--- src/rtl/gshare_predictor_pkg.sv ---
// Shared types and helpers for the gshare branch direction predictor:
// RV32I opcodes, predictor states, history folding and counter arithmetic.
package gshare_predictor_pkg;

    typedef enum logic [6:0] {
        op_lui   = 7'b0110111,
        op_auipc = 7'b0010111,
        op_jal   = 7'b1101111,
        op_jalr  = 7'b1100111,
        op_br    = 7'b1100011,
        op_load  = 7'b0000011,
        op_store = 7'b0100011,
        op_imm   = 7'b0010011,
        op_reg   = 7'b0110011,
        op_csr   = 7'b1110011
    } rv32i_opcode;

    typedef enum logic {
        ST_INIT  = 1'b0,
        ST_READY = 1'b1
    } bp_state_e;

    // Weakly-not-taken counter value, 2**(ctr_w-1)-1.
    function automatic logic [31:0] wnt_value(input int ctr_w);
        return (32'd1 << (ctr_w - 1)) - 32'd1;
    endfunction

    // XOR-fold a history of hist_len bits into idx_w bits. Bit i of the
    // history lands in bit (i mod idx_w), which is the same as XORing the
    // LSB-aligned idx_w-bit chunks with the top chunk zero-padded.
    function automatic logic [31:0] fold_hist(input logic [63:0] h,
                                              input int hist_len,
                                              input int idx_w);
        logic [31:0] r;
        r = 32'd0;
        for (int i = 0; i < 64; i++) begin
            if (i < hist_len) begin
                r[5'(i % idx_w)] = r[5'(i % idx_w)] ^ h[6'(i)];
            end
        end
        return r;
    endfunction

    // Saturating up/down counter step for a ctr_w-bit unsigned counter.
    function automatic logic [31:0] ctr_update(input logic [31:0] ctr,
                                               input logic taken,
                                               input int ctr_w);
        logic [31:0] max_v;
        logic [31:0] r;
        max_v = (32'd1 << ctr_w) - 32'd1;
        if (taken) begin
            r = (ctr >= max_v) ? max_v : ctr + 32'd1;
        end else begin
            r = (ctr == 32'd0) ? 32'd0 : ctr - 32'd1;
        end
        return r;
    endfunction

endpackage

--- src/rtl/gshare_predictor_pht.sv ---
// Pattern history table: 2**IDX_W saturating counters with one combinational
// read port and one synchronous write port. The write port either stores the
// initial value at the sweep pointer or applies a trained counter step.
module gshare_predictor_pht
    import gshare_predictor_pkg::*;
#(
    parameter int IDX_W = 8,
    parameter int CTR_W = 2,
    parameter logic [CTR_W-1:0] WNT = '0
) (
    input  logic             clk,
    input  logic             sweep_we,
    input  logic [IDX_W-1:0] sweep_idx,
    input  logic             train_we,
    input  logic [IDX_W-1:0] train_idx,
    input  logic             train_taken,
    input  logic [IDX_W-1:0] rd_idx,
    output logic [CTR_W-1:0] rd_ctr
);

    localparam int DEPTH = 1 << IDX_W;

    // Contents are intentionally not reset: the post-reset sweep defines them.
    logic [CTR_W-1:0] mem_r [DEPTH];
    logic [31:0]      wr_ctr_full_s;
    logic             unused_s;

    assign wr_ctr_full_s = ctr_update(32'(mem_r[train_idx]), train_taken, CTR_W);
    assign rd_ctr        = mem_r[rd_idx];
    assign unused_s      = ^wr_ctr_full_s;

    // Single write port: sweep initialisation has priority over training.
    always_ff @(posedge clk) begin
        if (sweep_we) begin
            mem_r[sweep_idx] <= WNT;
        end else if (train_we) begin
            mem_r[train_idx] <= wr_ctr_full_s[CTR_W-1:0];
        end
    end

endmodule

--- src/rtl/gshare_predictor.sv ---
// Gshare global-history branch direction predictor. Fetch lookups return a
// registered prediction plus the history snapshot; execute returns that
// snapshot with the outcome to train the table and advance the history.
module gshare_predictor
    import gshare_predictor_pkg::*;
#(
    parameter int HIST_LEN = 8,
    parameter int IDX_W    = 8,
    parameter int CTR_W    = 2,
    parameter int PC_LSB   = 2,
    parameter int BYPASS   = 0
) (
    input  logic                clk,
    input  logic                reset_n,
    input  logic                fetch_valid,
    input  logic [31:0]         fetch_pc,
    output logic                pred_valid,
    output logic                pred_taken,
    output logic [HIST_LEN-1:0] pred_hist,
    output logic                ready,
    input  logic                res_valid,
    input  rv32i_opcode         res_opcode,
    input  logic [31:0]         res_pc,
    input  logic [HIST_LEN-1:0] res_hist,
    input  logic                res_taken
);

    localparam logic [CTR_W-1:0] WNT      = CTR_W'(wnt_value(CTR_W));
    localparam logic [IDX_W-1:0] LAST_IDX = {IDX_W{1'b1}};

    bp_state_e           state_r;
    logic [IDX_W-1:0]    ptr_r;
    logic [HIST_LEN-1:0] ghr_r;
    logic                pred_valid_r;
    logic                pred_taken_r;
    logic [HIST_LEN-1:0] pred_hist_r;

    logic                is_ready_s;
    logic                train_br_s;
    logic                train_jmp_s;
    logic [31:0]         fetch_fold_s;
    logic [31:0]         res_fold_s;
    logic [IDX_W-1:0]    fetch_idx_s;
    logic [IDX_W-1:0]    res_idx_s;
    logic [CTR_W-1:0]    rd_ctr_s;
    logic [31:0]         bypass_ctr_full_s;
    logic [CTR_W-1:0]    lookup_ctr_s;
    logic                shift_in_s;
    logic [HIST_LEN:0]   ghr_ext_s;
    logic [HIST_LEN-1:0] ghr_shifted_s;
    logic                unused_s;

    assign is_ready_s  = (state_r == ST_READY);
    assign train_br_s  = is_ready_s && res_valid && (res_opcode == op_br);
    assign train_jmp_s = is_ready_s && res_valid &&
                         ((res_opcode == op_jal) || (res_opcode == op_jalr));

    assign fetch_fold_s = fold_hist(64'(ghr_r), HIST_LEN, IDX_W);
    assign res_fold_s   = fold_hist(64'(res_hist), HIST_LEN, IDX_W);
    assign fetch_idx_s  = fetch_pc[PC_LSB +: IDX_W] ^ fetch_fold_s[IDX_W-1:0];
    assign res_idx_s    = res_pc[PC_LSB +: IDX_W] ^ res_fold_s[IDX_W-1:0];

    // The counter a same-cycle branch write would store at the lookup index;
    // only meaningful when the two indices match.
    assign bypass_ctr_full_s = ctr_update(32'(rd_ctr_s), res_taken, CTR_W);

    assign ghr_ext_s     = {ghr_r, shift_in_s};
    assign ghr_shifted_s = ghr_ext_s[HIST_LEN-1:0];

    assign ready      = is_ready_s;
    assign pred_valid = pred_valid_r;
    assign pred_taken = pred_taken_r;
    assign pred_hist  = pred_hist_r;

    assign unused_s = ^{fetch_pc, res_pc, fetch_fold_s, res_fold_s,
                        bypass_ctr_full_s, ghr_ext_s};

    gshare_predictor_pht #(
        .IDX_W (IDX_W),
        .CTR_W (CTR_W),
        .WNT   (WNT)
    ) u_pht (
        .clk         (clk),
        .sweep_we    (state_r == ST_INIT),
        .sweep_idx   (ptr_r),
        .train_we    (train_br_s),
        .train_idx   (res_idx_s),
        .train_taken (res_taken),
        .rd_idx      (fetch_idx_s),
        .rd_ctr      (rd_ctr_s)
    );

    // Select the counter seen by the lookup, forwarding a colliding write if enabled.
    always_comb begin
        lookup_ctr_s = rd_ctr_s;
        if ((BYPASS != 0) && train_br_s && (res_idx_s == fetch_idx_s)) begin
            lookup_ctr_s = bypass_ctr_full_s[CTR_W-1:0];
        end else begin
            lookup_ctr_s = rd_ctr_s;
        end
    end

    // Bit shifted into the history: branch outcome, or 1 for jumps.
    always_comb begin
        shift_in_s = 1'b1;
        if (train_br_s) begin
            shift_in_s = res_taken;
        end else begin
            shift_in_s = 1'b1;
        end
    end

    // Control state: initialisation sweep, then history updates while ready.
    always_ff @(posedge clk or negedge reset_n) begin
        if (!reset_n) begin
            state_r <= ST_INIT;
            ptr_r   <= '0;
            ghr_r   <= '0;
        end else begin
            case (state_r)
                ST_INIT: begin
                    ptr_r <= ptr_r + IDX_W'(1);
                    if (ptr_r == LAST_IDX) begin
                        state_r <= ST_READY;
                    end
                end
                ST_READY: begin
                    if (train_br_s || train_jmp_s) begin
                        ghr_r <= ghr_shifted_s;
                    end
                end
                default: begin
                    state_r <= ST_INIT;
                    ptr_r   <= '0;
                end
            endcase
        end
    end

    // Registered prediction outputs; taken/hist hold when no lookup is accepted.
    always_ff @(posedge clk or negedge reset_n) begin
        if (!reset_n) begin
            pred_valid_r <= 1'b0;
            pred_taken_r <= 1'b0;
            pred_hist_r  <= '0;
        end else if (is_ready_s && fetch_valid) begin
            pred_valid_r <= 1'b1;
            pred_taken_r <= lookup_ctr_s[CTR_W-1];
            pred_hist_r  <= ghr_r;
        end else begin
            pred_valid_r <= 1'b0;
        end
    end

endmodule

--- config.mk ---
export PLATFORM = sky130hd
export DESIGN_NAME = gshare_predictor
export DESIGN_NICKNAME = d
export VERILOG_FILES = /design/src/rtl/gshare_predictor_pkg.sv /design/src/rtl/gshare_predictor_pht.sv /design/src/rtl/gshare_predictor.sv
export SDC_FILE = /design/constraint.sdc
export NUM_CORES = 1
export LEC_CHECK = 0
export ABC_AREA = 1
export CORE_ASPECT_RATIO = 0.8
export CORE_MARGIN = 5
export CORE_UTILIZATION = 45
export DETAILED_ROUTE_END_ITERATION = 10
export SYNTH_ARGS = -nofsm -noshare
export SYNTH_HDL_FRONTEND = slang
export SYNTH_HIERARCHICAL = 1
export SYNTH_SLANG_ARGS = --single-unit
--- constraint.sdc ---
create_clock -name clk -period 27 [get_ports clk]
set_clock_uncertainty 0.2 [all_clocks]
set_input_delay 8.1 -clock clk [delete_from_list [all_inputs] [get_ports clk]]
set_output_delay 8.1 -clock clk [all_outputs]
set_load 0.1 [all_outputs]
Yosys cells after proc, flatten, opt, wreduce, memory -nomap -nowiden
Memory sizes are Yosys's and may differ from the RTL's. A register that Yosys moved wholly into a read port is not among the register bits.
Cells that the tools add are included.
{"block": "totals", "in_bits": 84, "mem_bits_rw": 512, "mem_count": 1, "word_cells": 40, "register_bits": 26, "output_inout_bits": 11}
{"block": "op_classes", "mux": 14, "n_lt_le_gt_ge": 1, "eq_ne": 4, "reduce_logical": 10, "n_bitwise": 2, "n_addsub": 3}
{"name": "u_pht.mem_r", "words": 256, "word_bits": 2, "read_ports": 2, "rd_clocked_by_memory_dff": 1, "wr": 1, "line_no": "gshare_predictor_pht.sv:24", "source": "logic [CTR_W-1:0] mem_r [DEPTH];"}
{"op": "equality test 7 bit, second input constant", "count": 3}
{"op": "XOR 8 bit", "count": 2}
{"op": "2-to-1 mux 1 bit", "count": 9}
{"op": "adder 8 x 1 -> 8 bit, second input constant", "count": 1}
{"op": "equality test 8 bit, second input constant", "count": 1}
{"op": "2-to-1 mux 2 bit", "count": 4}
{"op": "2-to-1 mux 8 bit", "count": 1}
{"op": "logical AND 1 bit", "count": 4}
{"op": "adder 2 x 1 -> 2 bit, second input constant", "count": 1}
{"op": ">= comparator 2 bit, second input constant", "count": 1}
{"op": "logical NOT 2 bit", "count": 1}
{"op": "logical OR 1 bit", "count": 2}
{"op": "AND reduction 2 bit", "count": 1}
{"op": "OR reduction 2 bit", "count": 1}
{"op": "subtractor 2 x 1 -> 2 bit, second input constant", "count": 1}
{"op": "logical NOT 1 bit", "count": 1}

Logic depth before layout (Yosys ltp)
Gate-level depths: netlist (run 1).
{"block": "logic_depth", "depth_word": 7, "ltp_mapped": 18}

Modules after synthesis
The synthesis (run 1) kept the hierarchy.
{"module": "gshare_predictor_pht", "cells_each": 3067, "area_per_inst_um2": 26774.4, "n_inst": 1}
{"module": "gshare_predictor", "cells_each": 148, "area_per_inst_um2": 1323.8, "n_inst": 1}

Least setup slack after synthesis (run 1)
No wires, ideal clock.
{"block": "synth_path", "path_kind": "input to register", "start": "in res_hist[2]", "end": "mem u_pht.mem_r[0][1] (data pin)", "path_buffers": 2, "required_time_ns": 25.402, "arrival_time_ns": 15.458, "path_stages": 13, "setup_slack_ns": 9.943, "setup_ns": 1.398, "path_cell_list": "xor2_1 -> buf_2 -> buf_1 -> nand3_1 -> nand3_1 -> nand3_1 -> nand2_1 -> nand2_1 -> nand3_1 -> nand3_1 -> nand2_1 -> a21oi_1 -> nor2_1"}
{"block": "synth_between", "elab_chain_len": 6, "elab_cells_between_ends": 10}
{"element": "from (decl)", "line_no": "gshare_predictor.sv:24", "source": "input logic [HIST_LEN-1:0] res_hist,"}
{"element": "XOR 8 bit *", "line_no": "gshare_predictor.sv:61", "source": "assign res_idx_s = res_pc[PC_LSB +: IDX_W] ^ res_fold_s[IDX_W-1:0];"}
{"element": "memory (256 x 2 bit) *"}
{"element": "subtractor 2 x 1 -> 2 bit, or another cell as far along", "line_no": "gshare_predictor_pkg.sv:54", "source": "r = (ctr == 32'd0) ? 32'd0 : ctr - 32'd1;"}
{"element": "2-to-1 mux 2 bit, on equally long branches", "line_no": "gshare_predictor_pkg.sv:54, gshare_predictor_pkg.sv:52"}
{"element": "2-to-1 mux 2 bit *", "line_no": "gshare_predictor_pkg.sv:51", "source": "if (taken) begin"}
{"element": "2-to-1 mux 2 bit (no line) *"}
{"element": "to (decl)", "line_no": "gshare_predictor_pht.sv:24"}
Mark *: on every way between the ends. The rest lies on a longest branch, timed or not.

Final worst setup path (run 1)
{"block": "layout_path", "start": "in res_hist[0]", "end": "mem u_pht.mem_r[146][1] (data pin)"}
{"block": "layout_between", "elab_chain_len": 6, "elab_cells_between_ends": 10}
{"element": "XOR 8 bit *", "line_no": "gshare_predictor.sv:61"}
{"element": "net res_idx_s[0]", "line_no": "gshare_predictor.sv:44", "source": "logic [IDX_W-1:0] res_idx_s;"}
{"element": "memory (256 x 2 bit) *"}
{"element": "subtractor 2 x 1 -> 2 bit, or another cell as far along", "line_no": "gshare_predictor_pkg.sv:54"}
{"element": "2-to-1 mux 2 bit, on equally long branches", "line_no": "gshare_predictor_pkg.sv:54, gshare_predictor_pkg.sv:52"}
{"element": "2-to-1 mux 2 bit *", "line_no": "gshare_predictor_pkg.sv:51"}
{"element": "2-to-1 mux 2 bit (no line) *"}
Mark *: on every way through the listed nets, which the timed path passes. The rest lies on a longest branch.

==> results.yml, run 1 <==
clock_network:
  cts.htree.levels: 2
  post_cts_buffers: 0
  clk_latency_ns: 0.61
  cts.clk_slew.worst_paths_ns: 0.06
  cts_buffer_depth: 3
  cts_root_buffer: "clkbuf_16"
  cts_buffers: 53
  cts_tree: "done"
  holdBufCountCts: 0
  cts_resized: 0
  clock-sinks: 539
critical_path:
  crit_path_frequent_cell: "nand3_1"
  cp-end-kind: "flip-flop"
  worst_path_max_delay_cell: "buf_4"
  slowest_delay_ns: 0.97
  r2r_slack_ns: 22.63
  critPathLaunch: "res_hist[0]"
  start_kind: "input pin"
  crit-reg2reg-launch: "ready$_DFF_PN0_"
  cp_cell_sequence: "clkdlybuf4s50_1 -> xor2_4 -> buf_12 -> inv_8 -> buf_4 -> nand2_1 -> nand3_1 -> nand3_1 -> nand3_1 -> nand3_1 -> nand2_1 -> nand2_1 -> nand3_1 -> nand3_1 -> nand3_1 -> nand2_1 -> nor2_4 -> buf_4 -> buf_4"
  cp_max_fo: 163
  critPathBufInv: 6
  reg2reg_to: "u_pht/mem_r[192][1]$_DFFE_PP_"
  path_class: "input pin to flip-flop"
  critPathRequiredTime_ns: 27.06
  worstPathArrival_ns: 13.83
  reg2reg_depth: 11
  path_delay_family: "buffers and inverters"
layout:
  fin_nets: 2730
  layout-drive-gt1-share_pct: 5.82
  antenna_cells: 0
  fill_cells: 5259
  area_growth_syn_to_layout_pct: 8.38
  multi_input_area_mm2: 0.00878
  regArea_mm2: 0.0161
job:
  maxCapViolations: 0
timing:
  rsz0062_at_grt: "false"
  max_freq_mhz: 72.6
  hold_viol: 0
  fin_crit_ns: 13.78
  setup_tns_ns: 0
  relSlewSlack_pct: 24.0
  slew_viol_final: 0
  min_period_over_period_pct: 51.0
  tightestPinTransition_ns: 1.14
  setup_viol: 0
status:
  status: "complete, no violations"
grt:
  track_usage_pct: 24.8
  antenna_found_initial: 1
  met2_usage_pct: 39.5
  grt_pass1_vias: 19800
  grt_pass1_wl_um: 120000
  grt_use_met1_pct: 34.4
  met3_usage_pct: 5.29
  grt_overflow_total: 0
  grt_max_degree: 164
  grt_busiest_layer: "met2"
synthesis:
  syn_area_per_cell_um2: 9.42
  synthCells: 2760
  syn_area_mm2: 0.0260
  syn-num-nets: 2845
  yosysWarnings: 6
hold_path:
  min_to: "pred_hist[0]$_DFFE_PN0P_"
  worstHoldStart: "pred_hist[0]$_DFFE_PN0P_"
  min_path_cells: 2
  hp-class: "flip-flop to flip-flop"
floorplan:
  initial_core_util_pct: 45.6
  io_pins: 95
  rows: 78
  die_w_um: 279
  die_y_um: 225
  die_area_mm2: 0.0627
  coreArea_mm2: 0.0570
route:
  drtIter0Drc: 2616
  num_vias: 20600
  drt-total-wl_um: 79700
  post_drt_wl_per_cell_um: 23.2
  dr.pass1.iters: 6
  ant_nets: 0
  vias_per_cell: 5.98
  drc: 0
pwr:
  peakVddDrop_v: 0.0000517
  power_density_mw_per_mm2: 62.6
  finalPower_mw: 1.76
  p_leak_nw: 10.1
placed_design:
  portBuffers: 46
  dp_hpwl_um: 42400
  gp_congestion: 0.833
[power breakdown]
group	total (mW)	switching [mW]	leakage, nW	internal (mW)
Combinational	0.200	0.145	4.49	0.0544
Clock	0.663	0.307	0.743	0.356
Sequential	0.901	0	4.86	0.901
[metal layers]
layer	share of wire, %	vias up
met5	0.016	-
met3	11	206
met4	3.1	2
met1	40	9982
met2	46	1171
li1	-	9228
[through the flow]
| step | area (µm²) | std cells | hold slack [ns] | util (%) | setup slack (ns) |
|---|---|---|---|---|---|
| 5_1_grt | 28200 | 3441 | 0.307 | 49.4 | 12.70 |
| 6_report | 28200 | 3441 | 0.281 | 49.4 | 13.22 |
| 4_1_cts | 28200 | 3441 | 0.282 | 49.4 | 13.13 |
| 3_3_place_gp | 26700 | 3350 | 0.263 | 46.8 | 12.58 |
| 3_5_place_dp | 26700 | 3350 | 0.265 | 46.8 | 12.53 |
| 2_1_floorplan | 26000 | 2760 | 0.276 | - | 9.94 |
[sequential cells by signal (all words and copies together), names as in the netlist]
name,cells
u_pht/mem_r,512
ghr_r,8
ptr_r,8
ready,1
pred_taken,1
pred_hist,8
pred_valid,1
[tightest hold or removal path, cell delays in order, from the launching register on]
cell	delay (ns)
dfrtp_1	0.34
nand2_1	0.05
nand2_1	0.06
[layout make-up]
cell class                 count  area share (%)
sequential                   539            57.0
inverter                      41           0.595
timing repair buffer          79            2.60
multi-input combinational   1931            31.2
clock buffer                  63            4.84
clock inverter                28           0.462
tap                          760            3.37
[worst max-delay path by stage]
stage	cells after the start	to	slack, ns
after floorplan	13	u_pht/mem_r[0][1]$_DFFE_PP_	9.94
after global placement	19	u_pht/mem_r[156][1]$_DFFE_PP_	12.58
after detailed placement	19	u_pht/mem_r[76][1]$_DFFE_PP_	12.53
after CTS	19	u_pht/mem_r[146][1]$_DFFE_PP_	13.13
after global routing	19	u_pht/mem_r[146][1]$_DFFE_PP_	12.70
final	19	u_pht/mem_r[146][1]$_DFFE_PP_	13.22
[placed cells by master (no fill, tap or decap), types with 5 or more instances in the layout]
| master | instances |
|---|---|
| o22ai_1 | 63 |
| clkbuf_16 | 53 |
| nand2_1 | 711 |
| clkbuf_1 | 10 |
| nor2_1 | 393 |
| clkinv_2 | 13 |
| dfrtp_1 | 27 |
| xor2_4 | 7 |
| nand3_1 | 548 |
| buf_4 | 31 |
| nand2_2 | 6 |
| a21oi_1 | 10 |
| xor2_1 | 7 |
| or2_1 | 5 |
| inv_2 | 7 |
| nor2_4 | 6 |
| edfxtp_1 | 512 |
| o21ai_1 | 19 |
| nand3_2 | 8 |
| clkinv_1 | 14 |
| inv_1 | 30 |
| o21ai_0 | 121 |
| clkdlybuf4s50_1 | 46 |
Note: power is estimated with default switching activity, not from simulation.
==> inputs of run 2 (changes only) <==
- clock period: 27 -> 11.9 ns (I/O delays scaled with it)
==> run 2 against run 1 <==
  * Wire length grew 0.54%
  * Via count shrank 0.20%
  * Cell count grew 0.15%
  * Register-to-register slack lost 15 ns
  * Setup slack lost 10 ns
  * Sequential share of layout area shrank 0.30 points
  * Critical path depth shrank 2
  * Power grew 130%
  * Sequential power grew 130%
  * Flip-flop and latch count is the same
  * Cell area grew 0.52%
  * Die area is the same
  * Critical path type unchanged
  * Largest cell class unchanged
  * Highest routed layer is now met4
==> results.yml, run 2 (synthesized netlist as in run 1, its figures left out) <==
status:
  status: "complete, no violations"
clock_network:
  cts_buffer_depth: 3
  holdBufCountCts: 0
  cts_tree: "done"
  clk_latency_ns: 0.61
  post_cts_buffers: 0
  cts.clk_slew.worst_paths_ns: 0.06
  cts_root_buffer: "clkbuf_16"
  cts.htree.levels: 2
  clock-sinks: 539
  cts_buffers: 51
  cts_resized: 0
layout:
  finish.utilization_pct: 49.7
  final_common_cell: "nand2_1"
  stdcell_count: 3446
  fin_nets: 2728
  layout-drive-gt1-share_pct: 6.11
  regMostFlops: "u_pht/mem_r"
  area_growth_syn_to_layout_pct: 8.95
  largest_reg_flops: 512
  layout_common_cells: "nand2_1 (711), nand3_1 (549), edfxtp_1 (512)"
  fill_cells: 5242
  regArea_mm2: 0.0161
  multi_input_area_mm2: 0.00878
grt:
  grt_pass1_vias: 20300
  track_usage_pct: 24.9
  grt_max_degree: 203
  grt_overflow_total: 0
  grt_pass1_wl_um: 120000
  antenna_found_initial: 1
pwr:
  internal_power_mw: 3.08
  power_density_mw_per_mm2: 146
  p_leak_nw: 10.2
  peakVddDrop_v: 0.000128
  power_frac_seq_pct: 49.5
  p_sw_share_pct: 25.4
  p_sw_mw: 1.05
  comb_power_share_pct: 10.9
  clkPwrFrac_pct: 39.6
timing:
  min_period_over_period_pct: 73.3
  relSlewSlack_pct: 15.5
  rsz0062_at_grt: "false"
  max_freq_mhz: 115
  setup_ws_ns: 3.18
  slew_viol_final: 0
  setup_tns_ns: 0
  hold_viol: 0
  fin_crit_ns: 8.72
  setup_viol: 0
  tightestPinTransition_ns: 1.27
floorplan:
  die_w_um: 279
  rows: 78
  initial_core_util_pct: 45.6
  io_pins: 95
  coreArea_mm2: 0.0570
  die_area_mm2: 0.0627
  die_y_um: 225
critical_path:
  reg2reg_depth: 11
  path_delay_family: "buffers and inverters"
  path_class: "input pin to flip-flop"
  cp_max_fo: 94
  critPathRequiredTime_ns: 11.90
  cp_cell_sequence: "clkdlybuf4s50_1 -> xor2_4 -> inv_4 -> buf_4 -> nand3_1 -> nand3_1 -> nand3_1 -> nand3_1 -> nand2_1 -> nand2_1 -> nand3_1 -> nand3_1 -> nand2_1 -> nand2_1 -> nand2_1 -> nand3_4 -> buf_4"
  worstPathArrival_ns: 8.72
  crit_path_frequent_cell: "nand3_1"
  critPathBufInv: 4
  crit-reg2reg-launch: "ready$_DFF_PN0_"
  crit_end: "u_pht/mem_r[206][0]$_DFFE_PP_"
  start_kind: "input pin"
  cp_num_cells: 17
  r2r_slack_ns: 7.48
  slowest_delay_ns: 0.86
  critPathLaunch: "res_hist[1]"
  reg2reg_to: "u_pht/mem_r[253][1]$_DFFE_PP_"
  worst_path_max_delay_cell: "xor2_4"
  cp-end-kind: "flip-flop"
placed_design:
  gp_congestion: 0.867
  dp_hpwl_um: 42600
  portBuffers: 46
  dp_cells: 3350
  post-place-ws_ns: 2.69
route:
  dr.pass1.iters: 6
  post_drt_wl_per_cell_um: 23.3
  num_vias: 20500
  ant_nets: 0
  drtIter0Drc: 2565
  drt-total-wl_um: 80200
  drc: 0
  vias_per_cell: 5.96
job:
  maxCapViolations: 0
hold_path:
  hp-class: "flip-flop to flip-flop"
[run 2: layer usage]
metal | GRT usage [%] | part of all wire (%) | vias to the layer above | routed length (µm)
li1 | - | - | 9222 | -
met4 | 10.1 | 4.2 | 0 | 3380
met3 | 4.81 | 11 | 237 | 8570
met5 | 0 | 0 | - | 0
met1 | 33.4 | 39 | 9926 | 31600
met2 | 40.5 | 46 | 1162 | 36700
[run 2: power by group through the flow]
stage / sequential (mW) / combinational, mW / clock (mW)
5_1_grt: 2.04 / 0.485 / 1.74
4_1_cts: 2.04 / 0.440 / 1.66
3_5_place_dp: 2.08 / 0.438 / 0
3_3_place_gp: 2.08 / 0.435 / 0
6_report: 2.04 / 0.451 / 1.63
2_1_floorplan: 2.08 / 0.299 / 0
[run 2: area by class of cell]
type / instances / share of cell area [%]
flip-flops and latches: 539 / 56.7
multi-input cells: 1931 / 31.0
clock buffers: 62 / 4.91
well taps: 760 / 3.36
repair buffers: 79 / 2.59
clock inverters: 33 / 0.892
inverters: 41 / 0.592
diodes: 1 / 0.00883
[run 2: worst min-delay path by stage]
stage	cells past startpoint	start	endpoint	slack, ns
finish	2	pred_hist[5]$_DFFE_PN0P_	pred_hist[5]$_DFFE_PN0P_	0.28
global route	2	pred_hist[6]$_DFFE_PN0P_	pred_hist[6]$_DFFE_PN0P_	0.31
CTS	2	pred_hist[5]$_DFFE_PN0P_	pred_hist[5]$_DFFE_PN0P_	0.28
detailed placement	2	pred_hist[5]$_DFFE_PN0P_	pred_hist[5]$_DFFE_PN0P_	0.27
global placement	2	pred_hist[0]$_DFFE_PN0P_	pred_hist[0]$_DFFE_PN0P_	0.26
floorplan	2	ptr_r[7]$_DFFE_PN0N_	ptr_r[7]$_DFFE_PN0N_	0.28
[run 2: per-stage QoR]
| stage | hold WS (ns) | cell area (µm²) | power, mW |
|---|---|---|---|
| after floorplan | 0.276 | 26000 | 2.38 |
| after global placement | 0.264 | 26700 | 2.52 |
| after detailed placement | 0.268 | 26700 | 2.52 |
| after CTS | 0.285 | 28300 | 4.14 |
| after global routing | 0.306 | 28300 | 4.26 |
| final | 0.283 | 28300 | 4.13 |
[run 2: worst reg2reg max path, stage by stage, from the launching register on]
cell     delay (ns)
dfrtp_1        0.53
nand2_4        0.11
nor2_8         0.21
and3_1         0.21
inv_1          0.04
nor2_1         0.54
inv_2          0.26
o21ai_2        0.30
inv_1          0.16
nor2_4         0.20
nand3_2        0.81
nor2_1         0.51
